**src/rtl/subtractor_pkg.sv**
```systemverilog
// Shared constants and a behavioural reference for the ripple-borrow subtractor.
// ref_sub returns {bout, diff} packed with bout at bit position 'width'.
package subtractor_pkg;

    localparam int unsigned DEFAULT_WIDTH = 1;
    localparam int unsigned MAX_WIDTH     = 32;

    function automatic logic [MAX_WIDTH:0] ref_sub(
        input logic [MAX_WIDTH-1:0] a,
        input logic [MAX_WIDTH-1:0] b,
        input logic                 bin,
        input int unsigned          width = DEFAULT_WIDTH
    );
        logic [MAX_WIDTH:0] one;
        logic [MAX_WIDTH:0] dmask;
        logic [MAX_WIDTH:0] full;
        one   = {{MAX_WIDTH{1'b0}}, 1'b1};
        dmask = (one << width) - one;
        full  = ({1'b0, a} & dmask) - ({1'b0, b} & dmask) - {{MAX_WIDTH{1'b0}}, bin};
        // Keep diff bits plus the borrow bit just above them.
        return full & (dmask | (dmask + one));
    endfunction

endpackage

```
**src/rtl/full_subtractor_cell.sv**
```systemverilog
// One-bit combinational full subtractor: d = a - b - bin, bo is the borrow out.
module full_subtractor_cell
    import subtractor_pkg::*;
(
    input  logic a,
    input  logic b,
    input  logic bin,
    output logic d,
    output logic bo
);

    assign d  = a ^ b ^ bin;
    assign bo = (~a & b) | (~(a ^ b) & bin);

endmodule

```
**src/rtl/full_subtractor.sv**
```systemverilog
// Registered ripple-borrow subtractor: a chain of bit cells feeding one output
// register stage qualified by out_valid.
module full_subtractor
    import subtractor_pkg::*;
#(
    parameter int unsigned WIDTH = DEFAULT_WIDTH
) (
    input  logic             clk,
    input  logic             rst,
    input  logic             in_valid,
    input  logic [WIDTH-1:0] a,
    input  logic [WIDTH-1:0] b,
    input  logic             bin,
    output logic             out_valid,
    output logic [WIDTH-1:0] diff,
    output logic             bout
);

    logic [WIDTH:0]   br;
    logic [WIDTH-1:0] d;
    logic [WIDTH-1:0] diff_q;
    logic             bout_q;
    logic             out_valid_q;

    assign br[0] = bin;

    for (genvar i = 0; i < WIDTH; i++) begin : g_cell
        full_subtractor_cell u_cell (
            .a   (a[i]),
            .b   (b[i]),
            .bin (br[i]),
            .d   (d[i]),
            .bo  (br[i+1])
        );
    end

    // Result registers only load on valid so idle inputs never reach the outputs.
    always_ff @(posedge clk or posedge rst) begin
        if (rst) begin
            diff_q      <= '0;
            bout_q      <= 1'b0;
            out_valid_q <= 1'b0;
        end else begin
            out_valid_q <= in_valid;
            if (in_valid) begin
                diff_q <= d;
                bout_q <= br[WIDTH];
            end
        end
    end

    assign diff      = diff_q;
    assign bout      = bout_q;
    assign out_valid = out_valid_q;

endmodule

```
**config.mk**
```make
export PLATFORM = sky130hd
export DESIGN_NAME = full_subtractor
export DESIGN_NICKNAME = d
export VERILOG_FILES = /design/src/rtl/subtractor_pkg.sv /design/src/rtl/full_subtractor_cell.sv /design/src/rtl/full_subtractor.sv
export SDC_FILE = /design/constraint.sdc
export NUM_CORES = 1
export LEC_CHECK = 0
export CAP_MARGIN = 20
export CORE_AREA = 3 3 40 42
export CTS_CLUSTER_DIAMETER = 200
export CTS_CLUSTER_SIZE = 28
export DETAILED_ROUTE_END_ITERATION = 16
export DIE_AREA = 0 0 43 45
export DONT_BUFFER_PORTS = 1
export PLACE_DENSITY = 0.34
export SYNTH_ARGS = -nofsm -noshare
export SYNTH_HDL_FRONTEND = slang
export SYNTH_SLANG_ARGS = --single-unit
```
**constraint.sdc**
```tcl
create_clock -name clk -period 0.8 [get_ports clk]
set_input_delay 0.12 -clock clk [delete_from_list [all_inputs] [get_ports clk]]
set_output_delay 0.12 -clock clk [all_outputs]
set_load 0.01 [all_outputs]
```
# Word level (Yosys, flattened, before mapping)

Cells that the tools add are included.

Bitwise gates (word level): 7

Operators by type and width:

| kind          | count |
|---|---|
| $and A1 B1 Y1 | 2 |
| $not A1 Y1    | 2 |
| $xor A1 B1 Y1 | 2 |
| $or A1 B1 Y1  | 1 |

Flip-flop bits (word level): 3
Bits of input ports: 6
Output and inout bits: 3
Logic and storage cells: 10

# Longest topological paths before layout

Gate-level depths: netlist (run 1).

Depth in word-level cells: 4
Depth in mapped cells: 3
Gate-level depth less buffers: 3

# Hierarchy

From an unflattened synthesis (run 1), not the netlist that was laid out.

Cell total of the unflattened synthesis: 10
Area, all modules: 132.6 µm²

By module, submodules not included:

| module               | instances | cells each | area each (µm²) | seq. area each (µm²) |
|---|---|---|---|---|
| full_subtractor      | 1         | 6          | 101.3           | 75.1 |
| full_subtractor_cell | 1         | 4          | 31.3            | 0.0 |

# Least setup slack after synthesis (run 1)

Ideal clock, no wire load.

Kind: input-to-reg
Start: input port b
End: register diff_q, in the netlist diff
Setup time: 0.125 ns
Arrival: 0.837 ns
Data required time: 0.675 ns
Path slack: -0.162 ns
Stages on the path: 3
Path buffers: 0
Cells stage by stage: inv_1 fa_1 mux2_4

Longest elaborated chain between the ends: 2

RTL lines:

| element                    | line                       | source |
|---|---|---|
| start, declared            | full_subtractor.sv:12      | `input logic [WIDTH-1:0] b,` |
| $xor A1 B1 Y1 (2 in a row) | full_subtractor_cell.sv:12 | `assign d = a ^ b ^ bin;` |
| net d                      | full_subtractor.sv:20      | `logic [WIDTH-1:0] d;` |
| end signal, assigned       | full_subtractor.sv:40      | `diff_q <= '0;` |
| end signal, assigned       | full_subtractor.sv:46      | `diff_q <= d;` |
| end, declared              | full_subtractor.sv:21      | `logic [WIDTH-1:0] diff_q;` |

The timed path passes the listed nets, and every way through them passes these cells.
A chain may end at the register's enable or synchronous reset.

# Worst setup path after layout (run 1)

Start: register diff_q, in the netlist diff
End: output port diff

RTL lines:

| element       | line                  | source |
|---|---|---|
| end, declared | full_subtractor.sv:15 | `output logic [WIDTH-1:0] diff,` |

No word-level cell between the ends.

==> key figures, run 1 <==
Status
  • Outcome: finished, violations left
  • Violations in the final reports: setup timing

Synthesis
  • Number of warnings reported in the yosys synthesis log: 0
  • Share of the yosys chip area belonging to registers: 0.577
  • Portion of netlist area occupied by mux cells: 0.115
  • FF+latch count, synth: 3
  • Post-synthesis adder-cell area fraction: 0.154
  • Complex-gate fraction of the synthesized area: 0.0385
  • Synth cell types: 6
  • XOR/XNOR Fraction of Synth Area: 0
  • Largest family of logic cells by synthesized area: adder cells
  • Synthesized netlist net count: 17
  • Post-synthesis simple-gate area fraction: 0.0288
  • Mean area per synthesized cell: 13.0 um2
  • Post-Syn Area: 130 um2
  • Count of mapped cells out of synthesis: 10

Placed design
  • Number of buffer cells added on primary ports: 0
  • Placed cell count: 26
  • RD Place Congestion: 0.701
  • Pre-CTS worst setup slack: -0.198 ns
  • Post-Place Cell Area: 164 um2

Detailed routing
  • DR iter-0 viols: 0
  • Count of TritonRoute iterations in the first routing pass: 1
  • Final wirelength: 301 um
  • Remaining antenna violation count after routing: 0
  • Vias per cell: 3.16
  • DRC errors left: 0
  • Total via count after detailed routing: 101
  • Average wire length per cell after detail routing: 9.41 um

STA
  • Max-Slew Margin vs Limit: 0.905
  • Final count of negative-setup-slack endpoints: 1
  • Post-route worst setup slack: -0.0647 ns
  • Number of max-slew violations in the final report: 0
  • TNS Setup: -0.0647 ns
  • Share of the cycle needed by the critical path after routing: 1.08
  • Setup repair after global routing missed its margin: true
  • Worst Skew: 0 ns
  • Max frequency: 1.16 GHz
  • Least-Margin Pin Slew: 0.142 ns
  • Final critical-path required period: 0.865 ns
  • Hold violation count in the final report: 0

Cells and area
  • Storage element area: 75.1 um2
  • Commonest non-fill, non-tap cells in the layout: 3 x dfrtp_1, 3 x clkbuf_4, 2 x inv_1, 2 x dlygate4sd3_1
  • Layout area overhead: 64.4%
  • Fill cell instance count of the final layout: 137
  • Antenna diodes: 0
  • Design area: 214 um2
  • Total Nets Final: 25
  • Fraction of final layout cells sized beyond drive strength 1: 0.353
  • Total area of multi-input combinational cells: 43.8 um2
  • Number of standard cells in the layout, taps in and fillers out: 32

Global route
  • Total congestion overflow: 0
  • Wire length of the first global-routing pass: 462 um
  • Number of global-route vias before repair: 134
  • Antenna violations before repair: 0
  • All-layer global routing usage: 0.0409
  • Maximum number of pins on one net before global-route repair: 4

Pwr
  • Internal power summed over all cells: 407 uW
  • Switching share of total power: 0.225
  • Flop pwr share: 0.358
  • Switching power: 118 uW
  • Max VDD drop: 0.202 mV
  • Part of the total power dissipated in combinational logic: 0.142
  • Overall power of the completed layout: 525 uW
  • Proportion of power drawn by the clock network: 0.501
  • Pwr per Cell Area: 2450 nW/um2
  • Leakage power figure: 0.0993 nW

CTS
  • CTS H-tree lvls: 1
  • TritonCTS clock tree: yes
  • Clock root buffer: clkbuf_4
  • Number of buffers on the longest clock path: 2
  • Setup fix buffers added after clock tree synthesis: 0
  • Clk pin slew, worst setup/hold paths: 0.04 ns
  • Clock insertion delay at the later pin of the skew report: 0.23 ns
  • Number of clock sinks seen by CTS: 3
  • Cts bufs inserted: 3

Floorplanning
  • Floorplan die area: 1940 um2
  • Width of the die: 43 um
  • Vertical extent of the die: 45 um
  • Placeable core region: 1280 um2
  • Num ports: 9
  • Initial core utilization: 0.101
  • Std-Cell Rows: 13

Worst setup path
  • Critical-path top delay cell: dfrtp_1
  • Type of the worst setup path: flip-flop to output port
  • Largest driver fanout on the critical path: 2
  • Launching instance or port of the critical path: diff
  • Critical register-to-register path startpoint: diff
  • Sort of element at the start of the critical path: flip-flop
  • Largest incremental delay on the critical path: 0.39 ns
  • Buffering stage count on the worst path with inverters included: 1
  • Required time at the endpoint of the critical path: 0.68 ns
  • Worst Path Arrival: 0.74 ns
  • Cell breakdown of the critical path: buf_6
  • Endpoint class of the critical path: output port
  • Delay-heaviest family, CP: flip-flops

Job
  • Max-cap violations: 0

Hold path
  • Source of the worst hold timing path: in_valid
  • Class of the tightest hold or removal check: primary input to flip-flop
-- cell type report --
class	count	area share
sequential	3	0.351
multi-input combinational	4	0.205
timing repair buffer	3	0.146
clock buffer	4	0.123
inverter	3	0.0877
tap	15	0.0877
-- through the flow --
step | hold slack (ns) | util
final | 0.0433 | 0.167
after global routing | 0.0347 | 0.167
after CTS | 0.0367 | 0.167
after detailed placement | -0.115 | 0.128
after global placement | -0.124 | 0.128
after floorplan | -0.126 | -
-- registers in the layout, summed over array words and instances, names as in the netlist --
name and cells:
bout 1, diff 1, out_valid 1
-- power by group through the flow --
stage / clock [mW] / combinational (mW) / sequential [mW]
after floorplan: 0 / 0.0327 / 0.190
after global placement: 0 / 0.0573 / 0.187
after detailed placement: 0 / 0.0601 / 0.188
after CTS: 0.277 / 0.0747 / 0.188
after global routing: 0.289 / 0.0792 / 0.190
final: 0.263 / 0.0744 / 0.188
-- repair_timing --
action | in CTS | in global routing
gates cloned | 0 | 0
hold buffers | 2 | 0
hold endpoints to repair | 5 | 0
setup endpoints to repair | 1 | 1
gates resized for setup | 1 | 0
-- cells by family (layout without fill, tap and decap cells) --
group | count (synthesis) | count (layout)
mux | 1 | 1
buf+inv | 3 | 10
fa+ha+maj | 1 | 1
simple gates | 1 | 1
flops | 3 | 3
compound gates | 1 | 1
-- final timing paths --
kind / end / depth (start not counted) / slack [ns]
max: diff / 1 / -0.06
min: bout / 2 / 0.04
max reg2reg: diff / 1 / 0.03
min reg2reg: diff / 1 / 0.54
max in group asynchronous: out_valid / 2 / 0.47
min in group asynchronous: bout / 2 / 0.19
-- Yosys cell counts, drive strengths merged --
| cell | count | area share |
|---|---|---|
| dfrtp | 3 | 0.58 |
| inv | 3 | 0.087 |
| a21oi | 1 | 0.038 |
| fa | 1 | 0.15 |
| mux2 | 1 | 0.12 |
| nor2 | 1 | 0.029 |
-- layer usage --
layer,GRT usage,share of wire
met5,0,0
met2,0.0509,0.40
met1,0.0339,0.40
met4,0.0904,0.056
met3,0.0120,0.14
(Power assumes the default switching activity.)
==> run 2, diff against run 1 <==
- clock period: 0.8 -> 1.1 ns (I/O delays scaled with it)
==> run 2 against run 1 <==
Against the previous run:
- the flow now finishes without violations
- final area down 4.1%
- clock power down 27%
- die area unchanged
- critical endpoint is now diff
- largest power group unchanged
- highest routed layer is now met3
==> key figures, run 2 (synthesized netlist as in run 1, its figures left out) <==
CTS
  • Clock root buffer: clkbuf_4
  • Number of clock sinks seen by CTS: 3
  • Clock insertion delay at the later pin of the skew report: 0.23 ns
  • Setup fix buffers added after clock tree synthesis: 0
  • Cts bufs inserted: 3
  • Number of buffers on the longest clock path: 2
  • CTS H-tree lvls: 1
  • Clk pin slew, worst setup/hold paths: 0.04 ns
  • TritonCTS clock tree: yes

Cells and area
  • Fraction of final layout cells sized beyond drive strength 1: 0.235
  • Number of standard cells in the layout, taps in and fillers out: 32
  • Commonest non-fill, non-tap cells in the layout: 3 x inv_1, 3 x dfrtp_1, 3 x clkbuf_4, 3 x dlygate4sd3_1
  • Layout area overhead: 57.7%
  • Total Nets Final: 25
  • Fill cell instance count of the final layout: 149
  • Storage element area: 75.1 um2
  • Design area: 205 um2
  • Utilization after layout: 0.160
  • Total area of multi-input combinational cells: 43.8 um2
  • Antenna diodes: 0

Worst setup path
  • Required time at the endpoint of the critical path: 1.21 ns
  • Endpoint class of the critical path: flip-flop
  • Launching instance or port of the critical path: diff
  • Largest incremental delay on the critical path: 0.42 ns
  • Sort of element at the start of the critical path: flip-flop
  • Critical-path top delay cell: dfrtp_1
  • Buffering stage count on the worst path with inverters included: 0
  • Critical register-to-register path startpoint: diff
  • Delay-heaviest family, CP: flip-flops
  • Type of the worst setup path: flip-flop to flip-flop
  • Cell breakdown of the critical path: mux2_4
  • Worst Path Arrival: 0.93 ns
  • Largest driver fanout on the critical path: 2

Placed design
  • Post-Place Cell Area: 149 um2
  • Placed cell count: 25
  • Number of buffer cells added on primary ports: 0
  • Pre-CTS worst setup slack: 0.0662 ns
  • RD Place Congestion: 0.646

Detailed routing
  • Count of TritonRoute iterations in the first routing pass: 1
  • DRC errors left: 0
  • DR iter-0 viols: 0
  • Final wirelength: 293 um
  • Average wire length per cell after detail routing: 9.16 um
  • Vias per cell: 2.84
  • Total via count after detailed routing: 91
  • Remaining antenna violation count after routing: 0

Pwr
  • Proportion of power drawn by the clock network: 0.524
  • Switching share of total power: 0.231
  • Flop pwr share: 0.385
  • Overall power of the completed layout: 368 uW
  • Part of the total power dissipated in combinational logic: 0.091
  • Max VDD drop: 0.283 mV
  • Pwr per Cell Area: 1790 nW/um2
  • Internal power summed over all cells: 283 uW
  • Switching power: 85.2 uW
  • Leakage power figure: 0.0967 nW

Floorplanning
  • Width of the die: 43 um
  • Placeable core region: 1280 um2
  • Initial core utilization: 0.101
  • Floorplan die area: 1940 um2
  • Num ports: 9
  • Std-Cell Rows: 13
  • Vertical extent of the die: 45 um

STA
  • Worst Skew: 0 ns
  • TNS Setup: 0 ns
  • Number of max-slew violations in the final report: 0
  • Post-route worst setup slack: 0.280 ns
  • Worst-case hold slack: 0.0927 ns
  • Max frequency: 1.22 GHz
  • Share of the cycle needed by the critical path after routing: 0.745
  • Max-Slew Margin vs Limit: 0.891
  • Final count of negative-setup-slack endpoints: 0
  • Least-Margin Pin Slew: 0.164 ns
  • Final critical-path required period: 0.820 ns
  • Setup repair after global routing missed its margin: false
  • Hold violation count in the final report: 0

Hold path
  • Source of the worst hold timing path: in_valid
  • Class of the tightest hold or removal check: primary input to flip-flop

Global route
  • Antenna violations before repair: 0
  • Total congestion overflow: 0
  • Maximum number of pins on one net before global-route repair: 5
  • All-layer global routing usage: 0.0436
  • Wire length of the first global-routing pass: 476 um
  • Number of global-route vias before repair: 96

Job
  • Max-cap violations: 0

Status
  • Outcome: complete, no violations
==> run 2: area by class of cell <==
cell class,instances,share of cell area
flip-flops and latches,3,0.366
well taps,15,0.0915
multi-input cells,4,0.213
inverters,3,0.0549
clock buffers,4,0.128
repair buffers,3,0.146
==> run 2: what timing repair did <==
action / 4_1_cts / 5_1_grt
hold buffers: 2 / 1
gates resized for setup: 0 / 0
endpoints found under the hold margin: 4 / 1
==> run 2: layer usage <==
layer	track usage	wire length, um	up-vias
met1	0.0490	134	40
met3	0.0558	64	0
met5	0	0	-
met4	0.0542	0	0
met2	0.0269	93	9
li1	-	-	42
==> run 2: power by group through the flow <==
| stage | Combinational, mW | Clock (mW) | Sequential, mW |
|---|---|---|---|
| 2_1_floorplan | 0.0221 | 0 | 0.138 |
| 3_3_place_gp | 0.0237 | 0 | 0.143 |
| 3_5_place_dp | 0.0257 | 0 | 0.144 |
| 4_1_cts | 0.0316 | 0.204 | 0.142 |
| 5_1_grt | 0.0389 | 0.227 | 0.145 |
| 6_report | 0.0335 | 0.193 | 0.142 |
==> run 2: final timing paths <==
| path | slack [ns] | depth (start not counted) | end |
|---|---|---|---|
| worst max-delay path | 0.28 | 1 | diff |
| worst min register to register | 0.61 | 1 | diff |
| max in group asynchronous | 0.73 | 2 | bout |
| worst min-delay path | 0.09 | 2 | bout |
| worst max register to register | 0.28 | 1 | diff |
| min in group asynchronous | 0.25 | 2 | out_valid |
==> run 3, diff against run 2 <==
- clock period: 1.1 -> 0.9 ns (I/O delays scaled with it)
==> run 3 against run 2 <==
Against the previous run:
- register-to-register slack lost 0.18 ns
- clock power increased by 21%
- worst hold slack got worse by 0.031 ns
- largest cell class unchanged
- combinational power is 25% higher
- worst setup slack worse by 0.18 ns
- cell count is 3.1% lower
- fmax is 2.0% higher
- global-route usage decreased by 0.69 points
- critical path depth unchanged
- clock skew is the same
- power is 21% higher
==> key figures, run 3 (synthesized netlist as in run 1, its figures left out) <==
Pwr
  • Flop pwr share: 0.382
  • Switching power: 100 uW
  • Max VDD drop: 0.166 mV
  • Switching share of total power: 0.224
  • Proportion of power drawn by the clock network: 0.524
  • Internal power summed over all cells: 346 uW
  • Leakage power figure: 0.0932 nW
  • Pwr per Cell Area: 2200 nW/um2
  • Part of the total power dissipated in combinational logic: 0.094

Worst setup path
  • Required time at the endpoint of the critical path: 1.01 ns
  • Buffering stage count on the worst path with inverters included: 0
  • Delay-heaviest family, CP: flip-flops
  • Endpoint class of the critical path: flip-flop
  • Cell breakdown of the critical path: mux2_4
  • Largest incremental delay on the critical path: 0.41 ns
  • Worst Path Arrival: 0.92 ns
  • Worst reg-to-reg setup slack: 0.1 ns
  • Sort of element at the start of the critical path: flip-flop
  • Launching instance or port of the critical path: diff
  • Crit path to: diff
  • Length in cells of the worst reg-to-reg path: 1
  • Critical register-to-register path startpoint: diff
  • R2R Path End: diff
  • Number of cells on the critical path: 1
  • Critical-path top delay cell: dfrtp_1
  • Type of the worst setup path: flip-flop to flip-flop
  • Largest driver fanout on the critical path: 2

STA
  • Final count of negative-setup-slack endpoints: 0
  • Post-route worst setup slack: 0.0967 ns
  • Setup repair after global routing missed its margin: false
  • Worst Skew: 0 ns
  • Hold violation count in the final report: 0
  • Least-Margin Pin Slew: 0.147 ns
  • Share of the cycle needed by the critical path after routing: 0.893
  • Number of max-slew violations in the final report: 0
  • TNS Setup: 0 ns
  • Max-Slew Margin vs Limit: 0.902
  • Worst-case hold slack: 0.0612 ns
  • Final critical-path required period: 0.803 ns
  • Max frequency: 1.24 GHz

Floorplanning
  • Num ports: 9
  • Vertical extent of the die: 45 um
  • Placeable core region: 1280 um2
  • Floorplan die area: 1940 um2
  • Initial core utilization: 0.101
  • Std-Cell Rows: 13
  • Width of the die: 43 um

Detailed routing
  • Remaining antenna violation count after routing: 0
  • Count of TritonRoute iterations in the first routing pass: 1
  • Average wire length per cell after detail routing: 9.29 um
  • Detailed-route wire length on metal 1: 117 um
  • Uppermost layer routed: met3
  • Routed length on met3: 45 um
  • DR iter-0 viols: 0
  • Total via count after detailed routing: 90
  • Final wirelength: 288 um
  • Met2 WL post-DR: 125 um
  • Vias per cell: 2.90
  • DRC errors left: 0

CTS
  • Setup fix buffers added after clock tree synthesis: 0
  • Number of gates resized after cts: 0
  • TritonCTS clock tree: yes
  • Number of clock sinks seen by CTS: 3
  • Clock root buffer: clkbuf_4
  • CTS H-tree lvls: 1
  • Cts bufs inserted: 3
  • Clock insertion delay at the later pin of the skew report: 0.23 ns
  • Clk pin slew, worst setup/hold paths: 0.04 ns
  • Post-CTS Hold Buffers: 2
  • Number of buffers on the longest clock path: 2

Global route
  • Wire length of the first global-routing pass: 420 um
  • Maximum number of pins on one net before global-route repair: 4
  • All-layer global routing usage: 0.0367
  • Antenna violations before repair: 0
  • Total congestion overflow: 0
  • Number of global-route vias before repair: 113

Cells and area
  • Total Nets Final: 24
  • Antenna diodes: 0
  • Fill cell instance count of the final layout: 134
  • Layout area overhead: 55.8%
  • Design area: 203 um2
  • Fraction of final layout cells sized beyond drive strength 1: 0.313
  • Commonest non-fill, non-tap cells in the layout: 3 x dfrtp_1, 3 x clkbuf_4, 2 x inv_1, 2 x dlygate4sd3_1
  • Total area of multi-input combinational cells: 43.8 um2
  • Storage element area: 75.1 um2

Placed design
  • Pre-CTS worst setup slack: -0.118 ns
  • Post-Place Cell Area: 156 um2
  • Number of buffer cells added on primary ports: 0
  • RD Place Congestion: 0.656

Hold path
  • Class of the tightest hold or removal check: primary input to flip-flop

Status
  • Outcome: complete, no violations

Job
  • Max-cap violations: 0
## run 3: cell types whose count changed in the layout (fill, tap and decap cells not counted)
cell,before,now
inv_1,3,2
inv_8,0,1
dlygate4sd3_1,3,2
## run 3: routing by layer
layer / vias to the layer above / GRT usage
li1: 41 / -
met1: 40 / 0.0339
met3: 0 / 0.0120
met5: - / 0
met2: 9 / 0.0449
met4: 0 / 0.0723
## run 3: metrics by stage
stage,util,power (mW),instances
CTS,0.158,0.462,31
detailed placement,0.122,0.209,25
floorplan,-,0.198,10
global route,0.158,0.477,31
global placement,0.122,0.205,25
finish,0.158,0.446,31
## run 3: worst min path at each step
stage	slack [ns]	startpoint	cells after the start	to
after global placement	-0.11	rst	1	out_valid
final	0.06	in_valid	1	diff
after CTS	0.05	in_valid	1	diff
after detailed placement	-0.10	rst	1	diff
after global routing	0.05	in_valid	1	diff
after floorplan	-0.11	rst	1	bout
## run 3: final cells by class
cell class,count,share of cell area
flip-flops and latches,3,0.370
multi-input cells,4,0.216
clock buffers,4,0.130
repair buffers,2,0.0988
inverters,3,0.0926
well taps,15,0.0926
## run 3: power groups by stage
stage / clock network, mW / registers, mW / logic (mW)
detailed placement: 0 / 0.173 / 0.0358
global placement: 0 / 0.172 / 0.0337
floorplan: 0 / 0.169 / 0.0291
global route: 0.257 / 0.173 / 0.0465
finish: 0.234 / 0.170 / 0.0420
CTS: 0.247 / 0.171 / 0.0436
